**src/rtl/fifo_pkg.sv**
```systemverilog
// Shared types and sizing helpers for the sync_fifo slice.
package fifo_pkg;

  typedef enum logic {
    STD  = 1'b0,
    FWFT = 1'b1
  } fifo_mode_e;

  // Pointer width: enough bits to address DEPTH entries (at least 1).
  function automatic int ptr_w(input int depth);
    return (depth > 1) ? $clog2(depth) : 1;
  endfunction

  // Count width: enough bits to hold 0..DEPTH inclusive.
  function automatic int cnt_w(input int depth);
    return $clog2(depth + 1);
  endfunction

endpackage

```
**src/rtl/sync_fifo_if.sv**
```systemverilog
// Producer/consumer bundle for sync_fifo. WIDTH and DEPTH must match the FIFO instance.
interface sync_fifo_if
  import fifo_pkg::*;
#(
  parameter int WIDTH = 8,
  parameter int DEPTH = 64
) ();

  logic                      wr_en;
  logic [WIDTH-1:0]          wr_data;
  logic                      rd_en;
  logic [WIDTH-1:0]          rd_data;
  logic                      rd_valid;
  logic [cnt_w(DEPTH)-1:0]   count;
  logic                      full;
  logic                      empty;
  logic                      almost_full;
  logic                      almost_empty;
  logic                      overflow;
  logic                      underflow;

  // Client side: drives requests, observes data and status.
  modport master (
    output wr_en, wr_data, rd_en,
    input  rd_data, rd_valid, count, full, empty,
           almost_full, almost_empty, overflow, underflow
  );

  // FIFO side.
  modport slave (
    input  wr_en, wr_data, rd_en,
    output rd_data, rd_valid, count, full, empty,
           almost_full, almost_empty, overflow, underflow
  );

endinterface

```
**src/rtl/fifo_ram.sv**
```systemverilog
// WIDTH x DEPTH register array: one synchronous write port, one asynchronous read port, no reset.
module fifo_ram
  import fifo_pkg::*;
#(
  parameter int WIDTH = 8,
  parameter int DEPTH = 64,
  parameter int AW    = ptr_w(DEPTH)
) (
  input  logic             clk,
  input  logic             we,
  input  logic [AW-1:0]    waddr,
  input  logic [WIDTH-1:0] wdata,
  input  logic [AW-1:0]    raddr,
  output logic [WIDTH-1:0] rdata
);

  logic [WIDTH-1:0] mem [DEPTH];

  // Store write data; contents are deliberately left unreset.
  always_ff @(posedge clk) begin
    if (we) mem[waddr] <= wdata;
  end

  assign rdata = mem[raddr];

endmodule

```
**src/rtl/sync_fifo.sv**
```systemverilog
// Single-clock FIFO with occupancy count, almost-full/empty thresholds,
// standard or first-word-fall-through read mode, and sticky error flags.
module sync_fifo
  import fifo_pkg::*;
#(
  parameter int WIDTH     = 8,
  parameter int DEPTH     = 64,
  parameter int AF_THRESH = DEPTH - 4,
  parameter int AE_THRESH = 4,
  parameter int FWFT      = 0
) (
  input logic         clk,
  input logic         rst_n,
  sync_fifo_if.slave  bus
);

  localparam fifo_mode_e    MODE     = (FWFT != 0) ? fifo_pkg::FWFT : fifo_pkg::STD;
  localparam int            PW       = ptr_w(DEPTH);
  localparam int            CW       = cnt_w(DEPTH);
  localparam logic [PW-1:0] PTR_LAST = PW'(DEPTH - 1);
  localparam logic [CW-1:0] CNT_FULL = CW'(DEPTH);
  localparam logic [CW-1:0] AF_LVL   = CW'(AF_THRESH);
  localparam logic [CW-1:0] AE_LVL   = CW'(AE_THRESH);

  logic [PW-1:0]    wr_ptr;
  logic [PW-1:0]    rd_ptr;
  logic [CW-1:0]    count_q;
  logic             full_w;
  logic             empty_w;
  logic             wr_acc;
  logic             rd_acc;
  logic             overflow_q;
  logic             underflow_q;
  logic [WIDTH-1:0] ram_q;
  logic [WIDTH-1:0] rd_data_q;
  logic             rd_valid_q;

  assign full_w  = (count_q == CNT_FULL);
  assign empty_w = (count_q == '0);

  // Accept requests only when there is room / data.
  always_comb begin
    wr_acc = bus.wr_en && !full_w;
    rd_acc = bus.rd_en && !empty_w;
  end

  fifo_ram #(
    .WIDTH (WIDTH),
    .DEPTH (DEPTH)
  ) u_ram (
    .clk   (clk),
    .we    (wr_acc),
    .waddr (wr_ptr),
    .wdata (bus.wr_data),
    .raddr (rd_ptr),
    .rdata (ram_q)
  );

  // Advance wrapping pointers and track occupancy directly from accepted requests.
  always_ff @(posedge clk) begin
    if (!rst_n) begin
      wr_ptr  <= '0;
      rd_ptr  <= '0;
      count_q <= '0;
    end else begin
      if (wr_acc) wr_ptr <= (wr_ptr == PTR_LAST) ? '0 : wr_ptr + PW'(1);
      if (rd_acc) rd_ptr <= (rd_ptr == PTR_LAST) ? '0 : rd_ptr + PW'(1);
      count_q <= count_q + CW'(wr_acc) - CW'(rd_acc);
    end
  end

  // Sticky error flags: any request against a full/empty FIFO, cleared only by reset.
  always_ff @(posedge clk) begin
    if (!rst_n) begin
      overflow_q  <= 1'b0;
      underflow_q <= 1'b0;
    end else begin
      if (bus.wr_en && full_w)  overflow_q  <= 1'b1;
      if (bus.rd_en && empty_w) underflow_q <= 1'b1;
    end
  end

  // Read-data register: in STD it captures the popped word; in FWFT it remembers
  // the last head shown so the output holds once the FIFO runs empty.
  always_ff @(posedge clk) begin
    if (!rst_n) begin
      rd_data_q  <= '0;
      rd_valid_q <= 1'b0;
    end else if (MODE == fifo_pkg::STD) begin
      rd_valid_q <= rd_acc;
      if (rd_acc) rd_data_q <= ram_q;
    end else begin
      rd_valid_q <= 1'b0;
      if (!empty_w) rd_data_q <= ram_q;
    end
  end

  assign bus.rd_data      = (MODE == fifo_pkg::FWFT && !empty_w) ? ram_q : rd_data_q;
  assign bus.rd_valid     = (MODE == fifo_pkg::FWFT) ? !empty_w : rd_valid_q;
  assign bus.count        = count_q;
  assign bus.full         = full_w;
  assign bus.empty        = empty_w;
  assign bus.almost_full  = (count_q >= AF_LVL);
  assign bus.almost_empty = (count_q <= AE_LVL);
  assign bus.overflow     = overflow_q;
  assign bus.underflow    = underflow_q;

endmodule

```
**src/flat_wrapper.sv**
```systemverilog
// flat-port wrapper written by rule: the top's interface ports become plain ports
module sync_fifo_flat import fifo_pkg::*;
#(
  parameter int WIDTH     = 8,
  parameter int DEPTH     = 64,
  parameter int AF_THRESH = DEPTH - 4,
  parameter int AE_THRESH = 4,
  parameter int FWFT      = 0
)
  (clk, rst_n, bus_wr_en, bus_wr_data, bus_rd_en, bus_rd_data, bus_rd_valid, bus_count, bus_full, bus_empty, bus_almost_full, bus_almost_empty, bus_overflow, bus_underflow);
  sync_fifo_if #(.WIDTH(WIDTH), .DEPTH(DEPTH)) bus_i ();
  input logic clk;
  input logic rst_n;
  input wire logic [$bits(bus_i.wr_en)-1:0] bus_wr_en;
  input wire logic [$bits(bus_i.wr_data)-1:0] bus_wr_data;
  input wire logic [$bits(bus_i.rd_en)-1:0] bus_rd_en;
  output wire logic [$bits(bus_i.rd_data)-1:0] bus_rd_data;
  output wire logic [$bits(bus_i.rd_valid)-1:0] bus_rd_valid;
  output wire logic [$bits(bus_i.count)-1:0] bus_count;
  output wire logic [$bits(bus_i.full)-1:0] bus_full;
  output wire logic [$bits(bus_i.empty)-1:0] bus_empty;
  output wire logic [$bits(bus_i.almost_full)-1:0] bus_almost_full;
  output wire logic [$bits(bus_i.almost_empty)-1:0] bus_almost_empty;
  output wire logic [$bits(bus_i.overflow)-1:0] bus_overflow;
  output wire logic [$bits(bus_i.underflow)-1:0] bus_underflow;
  assign bus_i.wr_en = bus_wr_en;
  assign bus_i.wr_data = bus_wr_data;
  assign bus_i.rd_en = bus_rd_en;
  assign bus_rd_data = bus_i.rd_data;
  assign bus_rd_valid = bus_i.rd_valid;
  assign bus_count = bus_i.count;
  assign bus_full = bus_i.full;
  assign bus_empty = bus_i.empty;
  assign bus_almost_full = bus_i.almost_full;
  assign bus_almost_empty = bus_i.almost_empty;
  assign bus_overflow = bus_i.overflow;
  assign bus_underflow = bus_i.underflow;
  sync_fifo #(.WIDTH(WIDTH), .DEPTH(DEPTH), .AF_THRESH(AF_THRESH), .AE_THRESH(AE_THRESH), .FWFT(FWFT)) u_core (.clk(clk), .rst_n(rst_n), .bus(bus_i));
endmodule
```
**config.mk**
```make
export PLATFORM = sky130hd
export DESIGN_NAME = sync_fifo_flat
export DESIGN_NICKNAME = d
export VERILOG_FILES = /design/src/rtl/fifo_pkg.sv /design/src/rtl/sync_fifo_if.sv /design/src/rtl/fifo_ram.sv /design/src/rtl/sync_fifo.sv /design/src/flat_wrapper.sv
export SDC_FILE = /design/constraint.sdc
export NUM_CORES = 1
export LEC_CHECK = 0
export ABC_AREA = 1
export CAP_MARGIN = 30
export CORE_MARGIN = 10
export CORE_UTILIZATION = 40
export CTS_CLUSTER_DIAMETER = 60
export DETAILED_ROUTE_END_ITERATION = 16
export DONT_BUFFER_PORTS = 1
export GPL_TIMING_DRIVEN = 0
export PLACE_DENSITY = 0.63
export SYNTH_ARGS = -nofsm -noshare
export SYNTH_HDL_FRONTEND = slang
export SYNTH_HIERARCHICAL = 1
export SYNTH_SLANG_ARGS = --single-unit
export TNS_END_PERCENT = 10
```
**constraint.sdc**
```tcl
create_clock -name clk -period 2.55 [get_ports clk]
set_input_delay 0.3825 -clock clk [delete_from_list [all_inputs] [get_ports clk]]
set_output_delay 0.3825 -clock clk [all_outputs]
set_load 0.05 [all_outputs]
```
==> metrics.md <==
| Metric | Value |
|---|---|
| Met3 WL | `5.73 mm` |
| DRT Pass-1 Iters | `6` |
| Per-cell routed wire length | `around 23 microns` |
| Slew margin rel. | `0.440` |
| Final setup margin | `-506 ps` |
| WL final | `65.7 mm` |
| Max cap viols | `0` |
| Post-synthesis net count | `2,049` |
| Critical path arrival | `between 3000 and 4000 ps` |
| Post-synth EDFFs | `512` |
| List of most frequent post-synthesis cells | `nand2_1, edfxtp_1, nand3_1` |
| Initial core utilization | `0.405` |
| Clk buf depth | `3` |
| CTS clk-pin slew, worst paths | `60 ps` |
| Share of the yosys chip area belonging to registers | `0.700` |
| Max Fanout on Critical Path | `9` |
| Worst R2R Setup Slack | `-510 ps` |
| Htree depth | `2` |
| Worst hold start | `bus_wr_en` |
| Synth Flop Type | `edfxtp_1` |
| Via count | `between 15,000 and 20,000` |
| Setup crit end kind | `flip-flop` |
| CTS Sinks | `542` |
| Failing checks | `setup timing` |
| Maximum vdd ir drop | `between 600 and 700 uV` |
| Post-synthesis cell area | `22,800 sq um` |
| First-pass GRT wire length | `97.6 mm` |
| Distinct cells, synth | `32` |
| Top cells by area, synth | `edfxtp_1, nand2_1, nand3_1` |
| Fin util | `0.468` |
| Syn avg cell area | `roughly 11 sq um` |
| Worst-Skew Late Latency | `between 600 and 700 ps` |
| Die height | `about 260 microns` |
| CP Cell Sequence | `clkbuf_1, inv_1, nand4_1, nor2_2` |
| Nets | `about 2,100` |
| Die width | `~260 microns` |
| Pin count of the biggest net entering global routing | `65` |
| Cts bufs inserted | `55` |
| Critical Path RT | `around 2800 ps` |
| Top sig layer | `met4` |
| Multi-input logic area | `6200 sq um` |
| Metal-1 WL | `26.3 mm` |
| Share of layout cells above drive strength 1 | `0.139` |
| DRC errors left | `0` |
| Asr flop ratio synth | `0` |
| Pwr per Cell Area | `roughly 880 nW/um^2` |
| Full die area | `roughly 67,000 sq um` |
| Final setup TNS | `-41,730 ps` |
| Worst setup path start | `u_core/wr_ptr[1]` |
| Reg area | `~16,000 sq um` |
| Post-DR vias/cell | `5.48` |
| Final Hold Vio Count | `0` |
| Clock Tree Root | `clkbuf_16` |
| Final setup vio count | `between 100 and 150` |
| TritonCTS clock tree | `done` |
| Synth top area share | `0.674` |
| Layout area overhead | `15.7%` |
| Max incr delay on CP | `around 800 ps` |
| Number of routed nets with antenna violations | `0` |
| DRT iter0 DRCs | `1,904` |
| HPWL after DPL | `43.4 mm` |
| Synth warn | `6` |
| Initial antenna violation count | `1` |
| Most numerous cell in the Yosys netlist | `nand2_1` |
| Final Cycle Share | `1.20` |
| Number of global-route vias before repair | `approximately 15,000` |
| # IOs | `34` |
| CP bufs+invs | `2` |
| PortBufs | `0` |
| Min Tclk post-route | `3060 ps` |
| Routability congestion estimate | `0.915` |
| Run status | `finished with violations` |
| Post-synth top area cell | `edfxtp_1` |
| Mapped Cells | `a little over 2,000` |
| Startpoint types | `flip-flop` |
| Max Freq | `0.327 GHz` |
| Static Leak | `between 9 and 10 nW` |
| GR Util All Layers | `0.194` |
| Synthesized flop and latch total | `542` |
| Met2 WL | `roughly 31 mm` |
| R2r startpoint | `u_core/wr_ptr[1]` |
| RSZ-0062 raised after global routing | `yes` |
| Max Slew Vio Count | `0` |
| Minimum hold slack | `roughly 35 ps` |
| Cell Rows | `87` |
| Family with the most delay on the worst path | `simple AND/OR/NAND/NOR gates` |
| Core area | `around 56,000 sq um` |
| Setup CP Type | `reg -> reg` |
| Least-Margin Pin Slew | `840 ps` |
| GRT overflow | `0` |
| Crit path max-delay cell type | `nor2_2` |
| Min-Delay Path Class | `in -> reg` |
| # fillers | `about 5,200` |
| Diodes inserted | `0` |
| Layout Skew | `26.8 ps` |
## cell families after synthesis
family | count (synthesis) | synth area share
compound gates | 32 | 0.00757
flops | 542 | 0.700
fa+ha+maj | 19 | 0.0108
xor+xnor | 2 | 0.000768
buf+inv | 159 | 0.0437
simple gates | 1264 | 0.237
## sequential cells by signal, summed over array words and instances, names as in the netlist
signal / cells
u_core/bus.rd_data: 8
u_core/rd_ptr: 6
u_core/bus.underflow: 1
u_core/bus.rd_valid: 1
u_core/bus.count: 7
u_core/bus.overflow: 1
u_core/u_ram/mem: 512
u_core/wr_ptr: 6
## layer usage
metal	vias to the layer above	global-route usage
li1	7252	-
met1	7795	0.252
met2	747	0.319
met3	162	0.0326
met4	0	0.0827
met5	-	0
## layout by cell type, fill, tap and decap left out, drive strengths merged
master,n
buf,130
fa,1
inv,43
dlygate4sd3,6
nand3b,1
a31oi,1
xnor2,1
o21ai,18
nor4,8
nor3,3
a21oi,13
clkinvlp,3
nor2,95
bufinv,3
ha,18
nand4,13
nand2,686
clkbuf,83
clkinv,30
dfxtp,30
edfxtp,512
xor2,1
nand3,458
## layout make-up
cell class | count | share of cell area
well taps | 756 | 0.0358
multi-input cells | 1317 | 0.235
clock buffers | 64 | 0.0542
plain buffers | 117 | 0.0323
clock inverters | 37 | 0.0105
inverters | 42 | 0.00654
repair buffers | 38 | 0.0193
flip-flops and latches | 542 | 0.606
## worst reg2reg max path: stages, from the launching register on
cell      delay (ps)
dfxtp_1          340
clkbuf_1         330
inv_1            470
nand4_1          740
nor2_2           810
## power breakdown
part | switching [mW] | total (mW) | internal (mW) | leakage, nW
logic | 3.58 | 5.22 | 1.65 | 3.75
clock network | 3.36 | 7.68 | 4.32 | 0.835
registers | 0.486 | 10.4 | 9.92 | 4.86
## what timing repair did
action / 4_1_cts / 5_1_grt
buffers inserted: 16 / 7
hold endpoints to repair: 519 / 0
endpoints found under the setup margin: 526 / 294
cloned: 0 / 0
gates resized for setup: 66 / 10
hold buffers: 14 / 0
pin swaps: 9 / 3
## final timing paths
| path | endpoint | cells past startpoint |
|---|---|---|
| worst max-delay path | u_core/u_ram/mem[25][7] | 4 |
| worst min-delay path | u_core/wr_ptr[4] | 3 |
| worst min register to register | u_core/wr_ptr[0] | 2 |
| worst max register to register | u_core/u_ram/mem[25][7] | 4 |
## per-stage QoR
step                      cell area, sq um  setup WS, ps  instances  total power [mW]
after floorplan                      23000          -137       2018              14.0
after global placement               24000          -718       2774              15.4
after detailed placement             24000          -700       2775              15.5
after CTS                            26300          -506       2906              23.4
after global routing                 26400          -578       2913              24.3
final                                26400          -506       2913              23.3
No activity file was read; power rests on OpenSTA's default activity.
